--- src/rtl/tc_pkg.sv ---
// Shared tensor-core definitions: scheduler state encoding, default datapath widths
// and a ceiling-log2 helper used for index and counter sizing.
package tc_pkg;

    typedef enum logic [1:0] {
        ST_IDLE  = 2'd0,
        ST_ACCUM = 2'd1,
        ST_FLUSH = 2'd2,
        ST_DRAIN = 2'd3
    } state_t;

    localparam int TC_DW_DATA = 8;
    localparam int TC_DW_POS  = 4;
    localparam int TC_TILE_M  = 4;

    // Minimum result of 1 so the value can always be used as a vector width.
    function automatic int log2_ceil(input int value);
        int w;
        w = 1;
        for (int i = 1; i < 32; i++) begin
            if ((1 << i) < value) w = i + 1;
        end
        return w;
    endfunction

endpackage

--- src/rtl/tc_rr_arb.sv ---
// Round-robin arbiter: one-hot grant among unmasked requests, priority starting at
// the pointer, pointer moves to one past the winner. NUM_REQ must be a power of 2.
module tc_rr_arb
    import tc_pkg::*;
#(
    parameter  int NUM_REQ = 4,
    localparam int IW      = log2_ceil(NUM_REQ)
) (
    input  logic               clk,
    input  logic               rst,
    input  logic               en,
    input  logic [NUM_REQ-1:0] req,
    input  logic [NUM_REQ-1:0] mask,
    output logic [NUM_REQ-1:0] grant,
    output logic [IW-1:0]      grant_idx
);

    logic [IW-1:0]      ptr;
    logic [NUM_REQ-1:0] eligible;
    logic [IW-1:0]      cand;
    logic               found;

    assign eligible = req & ~mask;

    // NOTE: every signal written in always_comb gets a default first, so no path leaves it unassigned (no latch).
    always_comb begin
        grant     = '0;
        grant_idx = '0;
        found     = 1'b0;
        cand      = '0;
        for (int k = 0; k < NUM_REQ; k++) begin
            cand = ptr + IW'(k);
            if (en && !found && eligible[cand]) begin
                grant[cand] = 1'b1;
                grant_idx   = cand;
                found       = 1'b1;
            end
        end
    end

    // NOTE: state registers use non-blocking assignments so all flops update from pre-edge values.
    always_ff @(posedge clk) begin
        if (rst) begin
            ptr <= '0;
        end else if (found) begin
            ptr <= grant_idx + IW'(1);
        end
    end

endmodule

--- src/rtl/tc_psum_sched.sv ---
// Partial-sum buffer scheduler: arbitrates requester beats into the buffer, then
// flushes and counts the drain. Optional range checking under TC_PSUM_SCHED_CHECK_EN.
module tc_psum_sched
    import tc_pkg::*;
#(
    parameter int NUM_REQ    = 4,
    parameter int M          = 16,
    parameter int N          = 16,
    parameter int TILE_M     = TC_TILE_M,
    parameter int DW_DATA    = TC_DW_DATA,
    parameter int DW_POS     = TC_DW_POS,
    parameter int DRAIN_ROWS = 16
) (
    input  logic                              clk,
    input  logic                              rst,
    input  logic                              start,
    input  logic [NUM_REQ-1:0]                req_valid,
    output logic [NUM_REQ-1:0]                req_ready,
    input  logic [NUM_REQ*DW_POS-1:0]         req_row,
    input  logic [NUM_REQ*DW_POS-1:0]         req_col,
    input  logic [NUM_REQ*TILE_M*DW_DATA-1:0] req_data,
    input  logic [NUM_REQ-1:0]                req_last,
    output logic [DW_POS-1:0]                 psum_row,
    output logic [DW_POS-1:0]                 psum_col,
    output logic [TILE_M*DW_DATA-1:0]         psum_in,
    output logic                              psum_input_en,
    output logic                              psum_out_en,
    input  logic                              psum_out_valid,
    output logic                              busy,
    output logic                              block_done,
    output logic                              err
);

    localparam int IW = log2_ceil(NUM_REQ);
    localparam int CW = log2_ceil(DRAIN_ROWS + 1);
    localparam int BW = TILE_M * DW_DATA;

    state_t              state, state_nxt;
    logic [NUM_REQ-1:0]  last_mask, mask_upd, grant;
    logic [IW-1:0]       grant_idx;
    logic [CW-1:0]       drain_cnt;
    logic                accept, drain_done;
    logic [DW_POS-1:0]   sel_row, sel_col;
    logic [BW-1:0]       sel_data, beat_data;

    tc_rr_arb #(.NUM_REQ(NUM_REQ)) u_arb (
        .clk       (clk),
        .rst       (rst),
        .en        (state == ST_ACCUM),
        .req       (req_valid),
        .mask      (last_mask),
        .grant     (grant),
        .grant_idx (grant_idx)
    );

    assign req_ready = grant;
    assign accept    = |grant;
    assign sel_row   = req_row[int'(grant_idx)*DW_POS +: DW_POS];
    assign sel_col   = req_col[int'(grant_idx)*DW_POS +: DW_POS];
    assign sel_data  = req_data[int'(grant_idx)*BW +: BW];
    assign mask_upd  = last_mask | ((accept && req_last[grant_idx]) ? grant : '0);
    assign drain_done = (state == ST_DRAIN) && psum_out_valid
                        && (drain_cnt == CW'(DRAIN_ROWS - 1));
    assign busy      = (state != ST_IDLE);

`ifdef TC_PSUM_SCHED_CHECK_EN
    logic beat_bad;
    logic err_q;

    always_comb begin
        beat_bad = accept && (((int'(sel_row) % TILE_M) != 0)
                              || (int'(sel_row) + TILE_M > M)
                              || (int'(sel_col) >= N));
    end

    // An out-of-range beat still lands, but as zeros so the accumulator is untouched.
    assign beat_data = beat_bad ? '0 : sel_data;

    always_ff @(posedge clk) begin
        if (rst)           err_q <= 1'b0;
        else if (beat_bad) err_q <= 1'b1;
    end

    assign err = err_q;
`else
    assign beat_data = sel_data;
    assign err       = 1'b0;
`endif

    always_ff @(posedge clk) begin
        if (rst) state <= ST_IDLE;
        else     state <= state_nxt;
    end

    always_comb begin
        state_nxt = state;
        unique case (state)
            ST_IDLE:  if (start)         state_nxt = ST_ACCUM;
            ST_ACCUM: if (&mask_upd)     state_nxt = ST_FLUSH;
            ST_FLUSH:                    state_nxt = ST_DRAIN;
            ST_DRAIN: if (drain_done)    state_nxt = ST_IDLE;
            default:                     state_nxt = ST_IDLE;
        endcase
    end

    always_ff @(posedge clk) begin
        if (rst) begin
            psum_row      <= '0;
            psum_col      <= '0;
            psum_in       <= '0;
            psum_input_en <= 1'b0;
            psum_out_en   <= 1'b0;
            block_done    <= 1'b0;
            last_mask     <= '0;
            drain_cnt     <= '0;
        end else begin
            psum_input_en <= (state == ST_IDLE) && start;
            psum_out_en   <= (state == ST_FLUSH);
            block_done    <= drain_done;

            if (state == ST_IDLE)       last_mask <= '0;
            else if (state == ST_ACCUM) last_mask <= mask_upd;

            // The buffer adds psum_in every cycle, so idle cycles must present zero.
            psum_in <= accept ? beat_data : '0;
            if (accept) begin
                psum_row <= sel_row;
                psum_col <= sel_col;
            end

            if (drain_done)                                 drain_cnt <= '0;
            else if ((state == ST_DRAIN) && psum_out_valid) drain_cnt <= drain_cnt + CW'(1);
        end
    end

endmodule

--- config.mk ---
export PLATFORM = sky130hd
export DESIGN_NAME = tc_psum_sched
export DESIGN_NICKNAME = d
export VERILOG_FILES = /design/src/rtl/tc_pkg.sv /design/src/rtl/tc_rr_arb.sv /design/src/rtl/tc_psum_sched.sv
export SDC_FILE = /design/constraint.sdc
export NUM_CORES = 1
export LEC_CHECK = 0
export CORE_ASPECT_RATIO = 2
export CORE_UTILIZATION = 56
export CTS_CLUSTER_DIAMETER = 50
export DETAILED_ROUTE_END_ITERATION = 8
export PLACE_DENSITY = 0.87
export SLEW_MARGIN = 20
export SYNTH_ARGS = -nofsm -noshare
export SYNTH_HDL_FRONTEND = slang
export SYNTH_SLANG_ARGS = --single-unit
--- constraint.sdc ---
create_clock -name clk -period 8 [get_ports clk]
set_input_delay 1.6 -clock clk [delete_from_list [all_inputs] [get_ports clk]]
set_output_delay 1.6 -clock clk [all_outputs]
set_load 0.01 [all_outputs]
==> impl_metrics.json, run 1 <==
{
  "synth.area.top_cells": "dfxtp_1 23%, mux4_2 10%, nand2_1 4.9%",
  "grtUsageTotal_pct": 60.7,
  "ios": 221,
  "dp_hpwl_um": 34700,
  "numClockSinks": 113,
  "synth_top_area_cell": "dfxtp_1",
  "grt_pass1_wl_um": 81500,
  "holdBufCountCts": 0,
  "ys_types": 93,
  "netlist.area_leader.share_pct": 22.7,
  "ys_warn_count": 0,
  "die_h_um": 191,
  "post_cts_resized": 0,
  "post_cts_buffers": 0,
  "haltStage": "5_1_grt",
  "syn-instance-count": 1235,
  "clk_root_buffer_cell": "clkbuf_16",
  "htreeDepth": 4,
  "ys_ff_latch": 113,
  "status": "stopped before the end",
  "routabilityCongestion": 1.14,
  "error_line": "[ERROR GRT-0116] Global routing finished with congestion. Check the congestion regions in the DRC Viewer.",
  "port_buffers": 219,
  "syn_area_um2": 9960,
  "yosysSeqAreaShare_pct": 22.7,
  "initial_utilization_pct": 57.4,
  "syn_area_per_cell_um2": 8.06,
  "async_flop_share_pct": 0,
  "grt_overflow": 8,
  "die_w_um": 96.3,
  "placementRows": 68,
  "synth_edf_count": 0,
  "first_global_vias": 13000,
  "grt_max_degree": 47,
  "numCtsBuffers": 17,
  "synthFlopType": "dfxtp_1",
  "syn_nets": 1423,
  "max-clock-path-buffers": 2
}
## cells by family after synthesis
family / synth area share (%)
DFF: 22.7
xor gates and xnor gates: 8.88
buffers and inverters: 4.90
other: 0.0377
adders and majority gates: 2.01
AOI/OAI and AO/OA: 19.4
muxes: 11.7
and+or+nand+nor: 30.3
## Yosys cell counts (37+ instances only)
cell type and number:
xor2_1 48, dfxtp_1 113, nand2_1 129, and2_1 40, clkbuf_1 66, mux4_2 45, nand4_1 41, nor2_1 100
xnor2_1 53, a21oi_1 68, nor4_1 37, nand3_1 53
## stage by stage
stage               util, %  area (um2)  setup slack [ns]  hold WS, ns  std cells
floorplan                 -        9960              2.34        0.449       1235
global placement       70.7       12300              1.16        0.458       1593
detailed placement     70.7       12300             0.935        0.464       1593
CTS                    73.9       12800             0.913        0.482       1625
## routing by layer
metal | overflow | GRT usage, %
met1 | 0 | 62.3
met5 | 0 | 2.98
met4 | 3 | 59.3
met3 | 0 | 34.3
met2 | 5 | 82.8
==> inputs of run 2 (changes only) <==
Settings changed: CORE_ASPECT_RATIO 2 to default, CORE_UTILIZATION 56 to 40, CTS_CLUSTER_DIAMETER 50 to default, PLACE_DENSITY 0.87 to default, PLACE_DENSITY_LB_ADDON from default to 0.15.
==> impl_metrics.json, run 2 <==
{
  "hold_path.class": "flip-flop to flip-flop",
  "drtAntennaViolNets": 0,
  "dieArea_um2": 25500,
  "r2r_end": "psum_col[0]",
  "pwr-share-clk_pct": 30.2,
  "finalSetupTns_ns": 0,
  "intPower_mw": 1.50,
  "vias": 10900,
  "synthFlopType": "dfxtp_1",
  "core-area_um2": 24400,
  "clk_pin_slew_ns": 0.05,
  "critPathKind": "primary input to output pin",
  "leakagePower_nw": 4.33,
  "largest_registers": "drain_cnt (32), psum_in (32), u_arb.ptr (32)",
  "numCtsBuffers": 17,
  "die_w_um": 160,
  "async_flop_share_pct": 0,
  "grtUsageTotal_pct": 31.4,
  "hold-path-cell-count": 1,
  "dp_hpwl_um": 29900,
  "drtIter0Drc": 1178,
  "min_from": "psum_row[1]",
  "first_pass_iters": 7,
  "routed_wl_um": 40600,
  "synth_top_cells_by_count": "129 x nand2_1, 113 x dfxtp_1, 100 x nor2_1",
  "setup_viol": 0,
  "initial_utilization_pct": 40.8,
  "fmaxAchievable_ghz": 0.138,
  "grt_max_degree": 47,
  "synth_edf_count": 0,
  "tightest_slew_ns": 1.02,
  "cts_tree": "built",
  "seqPwrFrac_pct": 27.8,
  "post-route-util_pct": 53.2,
  "placed_cells": 1707,
  "layout_common_cells": "218 x clkdlybuf4s50_1, 128 x nand2_1, 113 x dfxtp_1",
  "final-hold-violation-count": 0,
  "worst-endpoint-arrival_ns": 5.65,
  "wl_per_cell_um": 23.3,
  "die_h_um": 160,
  "min_period_over_period_pct": 90.6,
  "syn-instance-count": 1235,
  "pwr-share-comb_pct": 41.9,
  "post_cts_buffers": 0,
  "worst_ep_required_time_ns": 6.40,
  "netlist.area_leader.share_pct": 22.7,
  "placementRows": 57,
  "rsz0062_at_grt": "false",
  "endpoint_kind": "output pin",
  "r2r-start": "u_arb.ptr[6]",
  "first_global_vias": 9888,
  "finClkSkew_ns": 0.0137,
  "clk_latency_ns": 0.43,
  "yosysMostFrequentCell": "nand2_1",
  "regToRegSetupSlack_ns": 2.05,
  "cp_max_fo": 13,
  "syn_area_um2": 9960,
  "numClockSinks": 113,
  "antenna_found_initial": 5,
  "grt_pass1_wl_um": 61200,
  "via_per_inst": 6.26,
  "synth_top_area_cell": "dfxtp_1",
  "p_sw_mw": 0.879,
  "ys_ff_latch": 113,
  "ir_drop_v": 0.000126,
  "syn_area_per_cell_um2": 8.06,
  "htreeDepth": 4,
  "final.min_clock_period_ns": 7.25,
  "routabilityCongestion": 1.00,
  "fillerInstances": 2328,
  "cap_violations": 0,
  "ys_warn_count": 0,
  "yosysSeqAreaShare_pct": 22.7,
  "layout-drive-gt1-share_pct": 11.0,
  "slew-limit-headroom_pct": 31.5,
  "status": "finished clean",
  "synth.area.top_cells": "dfxtp_1 23%, mux4_2 10%, nand2_1 4.9%",
  "final_common_cell": "clkdlybuf4s50_1",
  "clk_root_buffer_cell": "clkbuf_16",
  "grt_overflow": 0,
  "cp-start-kind": "primary input",
  "worstRegToRegCells": 12,
  "drc_errors": 0,
  "ys_types": 93,
  "holdBufCountCts": 0,
  "slew_viol_final": 0,
  "power.density_nw_per_um2": 184,
  "syn_nets": 1423,
  "max-clock-path-buffers": 2,
  "port_buffers": 219,
  "hold_end": "psum_row[1]",
  "ios": 221,
  "post_cts_resized": 0,
  "switching_share_pct": 36.9,
  "final_nets": 1590,
  "total_power_mw": 2.38,
  "syn2layout_area_growth_pct": 30.3,
  "finish.cell_count_without_fillers": 1742
}
run 2: cell counts after synthesis:
Identical to the previous run, type by type.
run 2: per-stage QoR:
stage	setup WS, ns	instance area [um2]	hold WS (ns)
floorplan	2.34	9960	0.449
CTS	0.861	13000	0.475
global placement	1.03	12400	0.460
finish	0.754	13000	0.476
global route	0.518	13000	0.489
detailed placement	0.878	12400	0.464
run 2: worst max-delay path, cell delays in order:
cell	delay [ns]
clkdlybuf4s50_1	0.51
nor2b_1	0.65
mux4_2	0.61
nand2_1	0.30
nor4_1	0.94
a221oi_1	0.24
nand2_1	0.21
clkdlybuf4s50_1	0.56
run 2: layout make-up:
cell class / count / area, um2 / share of cell area [%]
multi-input cells: 1002 / 7260 / 56.0
repair buffers: 253 / 2440 / 18.8
flip-flops and latches: 113 / 2260 / 17.4
clock buffers: 19 / 443 / 3.41
well taps: 324 / 405 / 3.12
clock inverters: 11 / 92.6 / 0.714
inverters: 15 / 56.3 / 0.434
diodes: 5 / 12.5 / 0.0964
run 2: power by group through the flow:
stage	combinational, mW	clock, mW	sequential, mW
2_1_floorplan	0.573	0	0.683
3_3_place_gp	0.985	0	0.673
3_5_place_dp	0.986	0	0.674
4_1_cts	0.992	0.733	0.662
5_1_grt	1.06	0.761	0.668
6_report	0.999	0.720	0.663
run 2: logic make-up after synthesis:
group                    share of synthesized area, %
adder cells (fa/ha/maj)                          2.01
buffers and inverters                            4.90
AO/OA/AOI/OAI                                    19.4
other                                          0.0377
XOR/XNOR                                         8.88
flip-flops                                       22.7
multiplexers                                     11.7
AND/OR/NAND/NOR                                  30.3
run 2: worst max-delay path by stage:
| stage | depth (start not counted) | startpoint | end |
|---|---|---|---|
| after global routing | 8 | req_valid[2] | req_ready[1] |
| final | 8 | req_valid[2] | req_ready[1] |
| after floorplan | 9 | req_valid[3] | req_ready[0] |
| after global placement | 10 | req_valid[2] | req_ready[2] |
| after detailed placement | 10 | req_valid[2] | req_ready[3] |
| after CTS | 10 | req_valid[2] | req_ready[3] |
run 2: per-layer routing:
| metal | share of wire (%) | routed length, um | GRT usage (%) | vias to the layer above |
|---|---|---|---|---|
| met5 | 0 | 0 | 0 | - |
| met4 | 4.7 | 1910 | 16.6 | 0 |
| met3 | 8.9 | 3610 | 7.61 | 101 |
| met2 | 46 | 18600 | 49.7 | 620 |
| met1 | 41 | 16500 | 39.4 | 5173 |
| li1 | - | - | - | 5015 |
No activity file was read; power rests on OpenSTA's default activity.
==> inputs of run 3 (changes only) <==
Settings changed: DONT_BUFFER_PORTS from default to 1, PLACE_DENSITY_LB_ADDON 0.15 to 0.2.
==> impl_metrics.json, run 3 (synthesis gave the netlist of run 2 again) <==
{
  "grt_overflow": 0,
  "clk_root_buffer_cell": "clkbuf_16",
  "port_buffers": 0,
  "worst-endpoint-arrival_ns": 5.13,
  "routed_wl_um": 37200,
  "dieArea_um2": 25500,
  "htreeDepth": 4,
  "clk_latency_ns": 0.43,
  "endpoint_kind": "output pin",
  "layout_common_cells": "128 x nand2_1, 113 x dfxtp_1, 100 x nor2_1",
  "final-hold-violation-count": 0,
  "setup_viol": 0,
  "finClkSkew_ns": 0.0196,
  "die_w_um": 160,
  "final_nets": 1360,
  "hold-path-cell-count": 2,
  "post-route-util_pct": 44.1,
  "final_common_cell": "nand2_1",
  "leakagePower_nw": 3.45,
  "grt_max_degree": 47,
  "worstRegToRegCells": 13,
  "min_period_over_period_pct": 84.1,
  "fin_ws_ns": 1.27,
  "post_cts_resized": 0,
  "final.min_clock_period_ns": 6.73,
  "total_power_mw": 2.24,
  "fmaxAchievable_ghz": 0.149,
  "cap_violations": 0,
  "path_buf_inv": 2,
  "rsz0062_at_grt": "false",
  "clk_pin_slew_ns": 0.07,
  "first_global_vias": 9292,
  "numClockSinks": 113,
  "cp_top_family": "simple AND/OR/NAND/NOR gates",
  "critical_path.max_stage_delay_ns": 0.87,
  "dp_hpwl_um": 27100,
  "drc_errors": 0,
  "tightest_slew_ns": 1.17,
  "cp_max_fo": 19,
  "drtIter0Drc": 1298,
  "slew_viol_final": 0,
  "worst_ep_required_time_ns": 6.40,
  "slew-limit-headroom_pct": 21.5,
  "cp-start-kind": "flip-flop",
  "max-clock-path-buffers": 2,
  "numCtsBuffers": 17,
  "vias": 10000,
  "layout-drive-gt1-share_pct": 12.3,
  "place_ws_ns": 1.61,
  "core-area_um2": 24400,
  "critPathKind": "flip-flop to output pin",
  "routabilityCongestion": 1.03,
  "initial_utilization_pct": 40.8,
  "first_pass_iters": 6,
  "holdBufCountCts": 0,
  "cp.depth": 10,
  "die_h_um": 160,
  "power.density_nw_per_um2": 208,
  "via_per_inst": 6.60,
  "cp_slowest_cell": "nor4_1",
  "wl_per_cell_um": 24.5,
  "status": "finished clean",
  "syn2layout_area_growth_pct": 7.89,
  "drtAntennaViolNets": 0,
  "cts_tree": "built",
  "ir_drop_v": 0.000116,
  "grt_pass1_wl_um": 56600,
  "hold_path.class": "flip-flop to flip-flop",
  "placementRows": 57,
  "antenna_found_initial": 7,
  "ios": 221,
  "post_cts_buffers": 0,
  "crit_chain": "inv_1 > ha_1 > mux4_2 > a211oi_4 > buf_4 > nand2_1 > or4_1 > nor4_1 > a22oi_1 > nand3_1",
  "finalSetupTns_ns": 0,
  "grtUsageTotal_pct": 28.5,
  "largest_registers": "drain_cnt (32), psum_in (32), u_arb.ptr (32)"
}
[run 3: changes by cell type in the layout (fill, tap and decap cells not counted), sizes merged]
| cell | previous run | this run |
|---|---|---|
| buf | 35 | 23 |
| inv | 15 | 21 |
| clkdlybuf4s50 | 218 | 0 |
| diode | 5 | 7 |
| clkinv | 8 | 6 |
| clkbuf | 19 | 17 |
[run 3: power breakdown]
| group | switching (mW) | internal, mW |
|---|---|---|
| Combinational | 0.462 | 0.296 |
| Clock | 0.331 | 0.436 |
| Sequential | 0.0881 | 0.622 |
[run 3: path summary, 6_finish.rpt]
check / startpoint / to / slack, ns
max: u_arb.ptr[1] / req_ready[3] / 1.27
min reg2reg: drain_cnt[1] / drain_cnt[1] / 0.48
min: drain_cnt[1] / drain_cnt[1] / 0.48
max reg2reg: u_arb.ptr[1] / u_arb.ptr[22] / 1.92
[run 3: per-layer routing]
metal	global-route usage (%)	part of all wire [%]	vias up
met1	36.9	41	4742
met4	15.2	4.5	0
li1	-	-	4551
met3	6.05	8.9	117
met5	0	0	-
met2	44.5	45	601
[run 3: final cells by class]
type	count	area, um2
Clock inverter	15	148
Sequential cell	113	2260
Inverter	15	56.3
Fill cell	2483	13600
Multi-Input combinational cell	1002	7260
Timing Repair Buffer	23	173
Antenna cell	7	17.5
Tap cell	324	405
Clock buffer	17	425
[run 3: metrics by stage]
step / hold slack, ns / cell area [um2] / std cells
2_1_floorplan: 0.449 / 9960 / 1235
3_3_place_gp: 0.465 / 10100 / 1477
3_5_place_dp: 0.468 / 10200 / 1477
4_1_cts: 0.478 / 10700 / 1509
5_1_grt: 0.510 / 10700 / 1516
6_report: 0.480 / 10700 / 1516
[run 3: worst reg2reg max path: cells and delay by family (launching register included)]
family	cells	cell delay, ns
fa+ha+maj	1	0.54
simple gates	6	3.00
compound gates	4	1.25
flops	1	0.74
buf+inv	1	0.38
xor+xnor	1	0.13
==> inputs of run 4 (changes only) <==
Clock period 8 ns to 7 ns, I/O delays scaled along.
==> impl_metrics.json, run 4 (synthesis gave the netlist of run 2 again) <==
{
  "layout-drive-gt1-share_pct": 13.0,
  "finClkSkew_ns": 0.0173,
  "drtIter0Drc": 1285,
  "fmaxAchievable_ghz": 0.157,
  "pwr-share-clk_pct": 34.1,
  "placed_cells": 1488,
  "r2r_end": "u_arb.ptr[22]",
  "holdBufCountCts": 0,
  "switching_share_pct": 39.1,
  "htreeDepth": 4,
  "hold_end": "drain_cnt[1]",
  "routed_wl_um": 37900,
  "post_cts_buffers": 0,
  "post_cts_resized": 0,
  "critPathKind": "flip-flop to output pin",
  "clk_root_buffer_cell": "clkbuf_16",
  "met1_usage_pct": 37.2,
  "largest_registers": "drain_cnt (32), psum_in (32), u_arb.ptr (32)",
  "ios": 221,
  "tightest_slew_ns": 1.10,
  "syn2layout_area_growth_pct": 8.64,
  "grt_pass1_wl_um": 57100,
  "grtUsageTotal_pct": 29.0,
  "r2r-start": "u_arb.ptr[1]",
  "core-area_um2": 24400,
  "regToRegSetupSlack_ns": 0.89,
  "ir_drop_v": 0.000133,
  "min_period_over_period_pct": 91.2,
  "cp-start-kind": "flip-flop",
  "initial_utilization_pct": 40.8,
  "leakagePower_nw": 3.51,
  "grtUsageMet3_pct": 6.49,
  "dp_hpwl_um": 27700,
  "seqPwrFrac_pct": 31.9,
  "die_w_um": 160,
  "final_nets": 1371,
  "drc_errors": 0,
  "endpoint_kind": "output pin",
  "worstRegToRegCells": 12,
  "busiest_layer": "met2",
  "numClockSinks": 113,
  "cts_tree": "built",
  "critPathLaunch": "u_arb.ptr[1]",
  "drtAntennaViolNets": 0,
  "hold-path-cell-count": 2,
  "hold_path.class": "flip-flop to flip-flop",
  "numCtsBuffers": 17,
  "setup_viol": 0,
  "clk_latency_ns": 0.43,
  "antenna_found_initial": 7,
  "final.min_clock_period_ns": 6.39,
  "cap_violations": 0,
  "grt_overflow": 0,
  "dieArea_um2": 25500,
  "final_common_cell": "nand2_1",
  "die_h_um": 160,
  "via_per_inst": 6.67,
  "grt_max_degree": 47,
  "intPower_mw": 1.55,
  "max-clock-path-buffers": 2,
  "worst_ep_required_time_ns": 5.60,
  "cp_max_fo": 17,
  "hold_slack_ns": 0.478,
  "clk_pin_slew_ns": 0.06,
  "final-hold-violation-count": 0,
  "finish.cell_count_without_fillers": 1525,
  "finalSetupTns_ns": 0,
  "pwr-share-comb_pct": 34.0,
  "worst-endpoint-arrival_ns": 4.99,
  "total_power_mw": 2.55,
  "rsz0062_at_grt": "false",
  "wl_per_cell_um": 24.9,
  "slew_viol_final": 0,
  "first_pass_iters": 6,
  "min_from": "drain_cnt[1]",
  "status": "finished clean",
  "power.density_nw_per_um2": 235,
  "routabilityCongestion": 1.03,
  "vias": 10200,
  "port_buffers": 0,
  "met2_usage_pct": 45.0,
  "p_sw_mw": 0.996,
  "placementRows": 57,
  "first_global_vias": 9401,
  "layout_common_cells": "128 x nand2_1, 113 x dfxtp_1, 100 x nor2_1",
  "slew-limit-headroom_pct": 26.4
}
[run 4: changes by cell type in the layout (fill, tap and decap cells not counted), sizes merged]
cell,previous run,this run
diode,7,5
buf,23,34
[run 4: through the flow]
| step | cell area [um2] | setup WS (ns) | util, % |
|---|---|---|---|
| 6_report | 10800 | 0.614 | 44.4 |
| 3_5_place_dp | 10200 | 1.00 | 41.9 |
| 3_3_place_gp | 10200 | 1.11 | 41.9 |
| 5_1_grt | 10800 | 0.322 | 44.4 |
| 2_1_floorplan | 9960 | 1.74 | - |
| 4_1_cts | 10800 | 0.671 | 44.3 |
[run 4: final cells by class]
class / count / area (um2)
inverters: 15 / 56.3
multi-input cells: 1002 / 7250
fillers: 2462 / 13600
clock inverters: 15 / 151
clock buffers: 17 / 425
diodes: 5 / 12.5
repair buffers: 34 / 255
well taps: 324 / 405
flip-flops and latches: 113 / 2260
[run 4: how the worst max path moves through the flow]
| stage | slack [ns] | depth (start not counted) | endpoint |
|---|---|---|---|
| floorplan | 1.74 | 9 | req_ready[0] |
| global placement | 1.11 | 11 | u_arb.ptr[22] |
| detailed placement | 1.00 | 11 | u_arb.ptr[22] |
| CTS | 0.67 | 10 | req_ready[0] |
| global route | 0.32 | 10 | req_ready[0] |
| finish | 0.61 | 10 | req_ready[0] |
[run 4: routing by layer]
metal / wire [um] / vias up / part of all wire (%)
met2: 17200 / 602 / 45
met3: 3480 / 121 / 9.2
met5: 0 / - / 0
li1: - / 4588 / -
met4: 2030 / 0 / 5.3
met1: 15200 / 4854 / 40
[run 4: power by group through the flow]
stage	logic [mW]	registers [mW]	clock network, mW
after floorplan	0.655	0.781	0
after global placement	0.838	0.825	0
after detailed placement	0.842	0.826	0
after CTS	0.849	0.811	0.890
after global routing	0.924	0.819	0.916
final	0.864	0.813	0.868
[run 4: worst max-delay path, stage by stage (launching register included)]
cell,delay (ns)
dfxtp_1,0.71
inv_1,0.36
ha_1,0.52
or3b_1,0.46
a2111o_1,0.51
a211oi_2,0.57
nand2_1,0.10
or4_1,0.49
nor4_2,0.42
a22oi_1,0.17
nand3_1,0.24
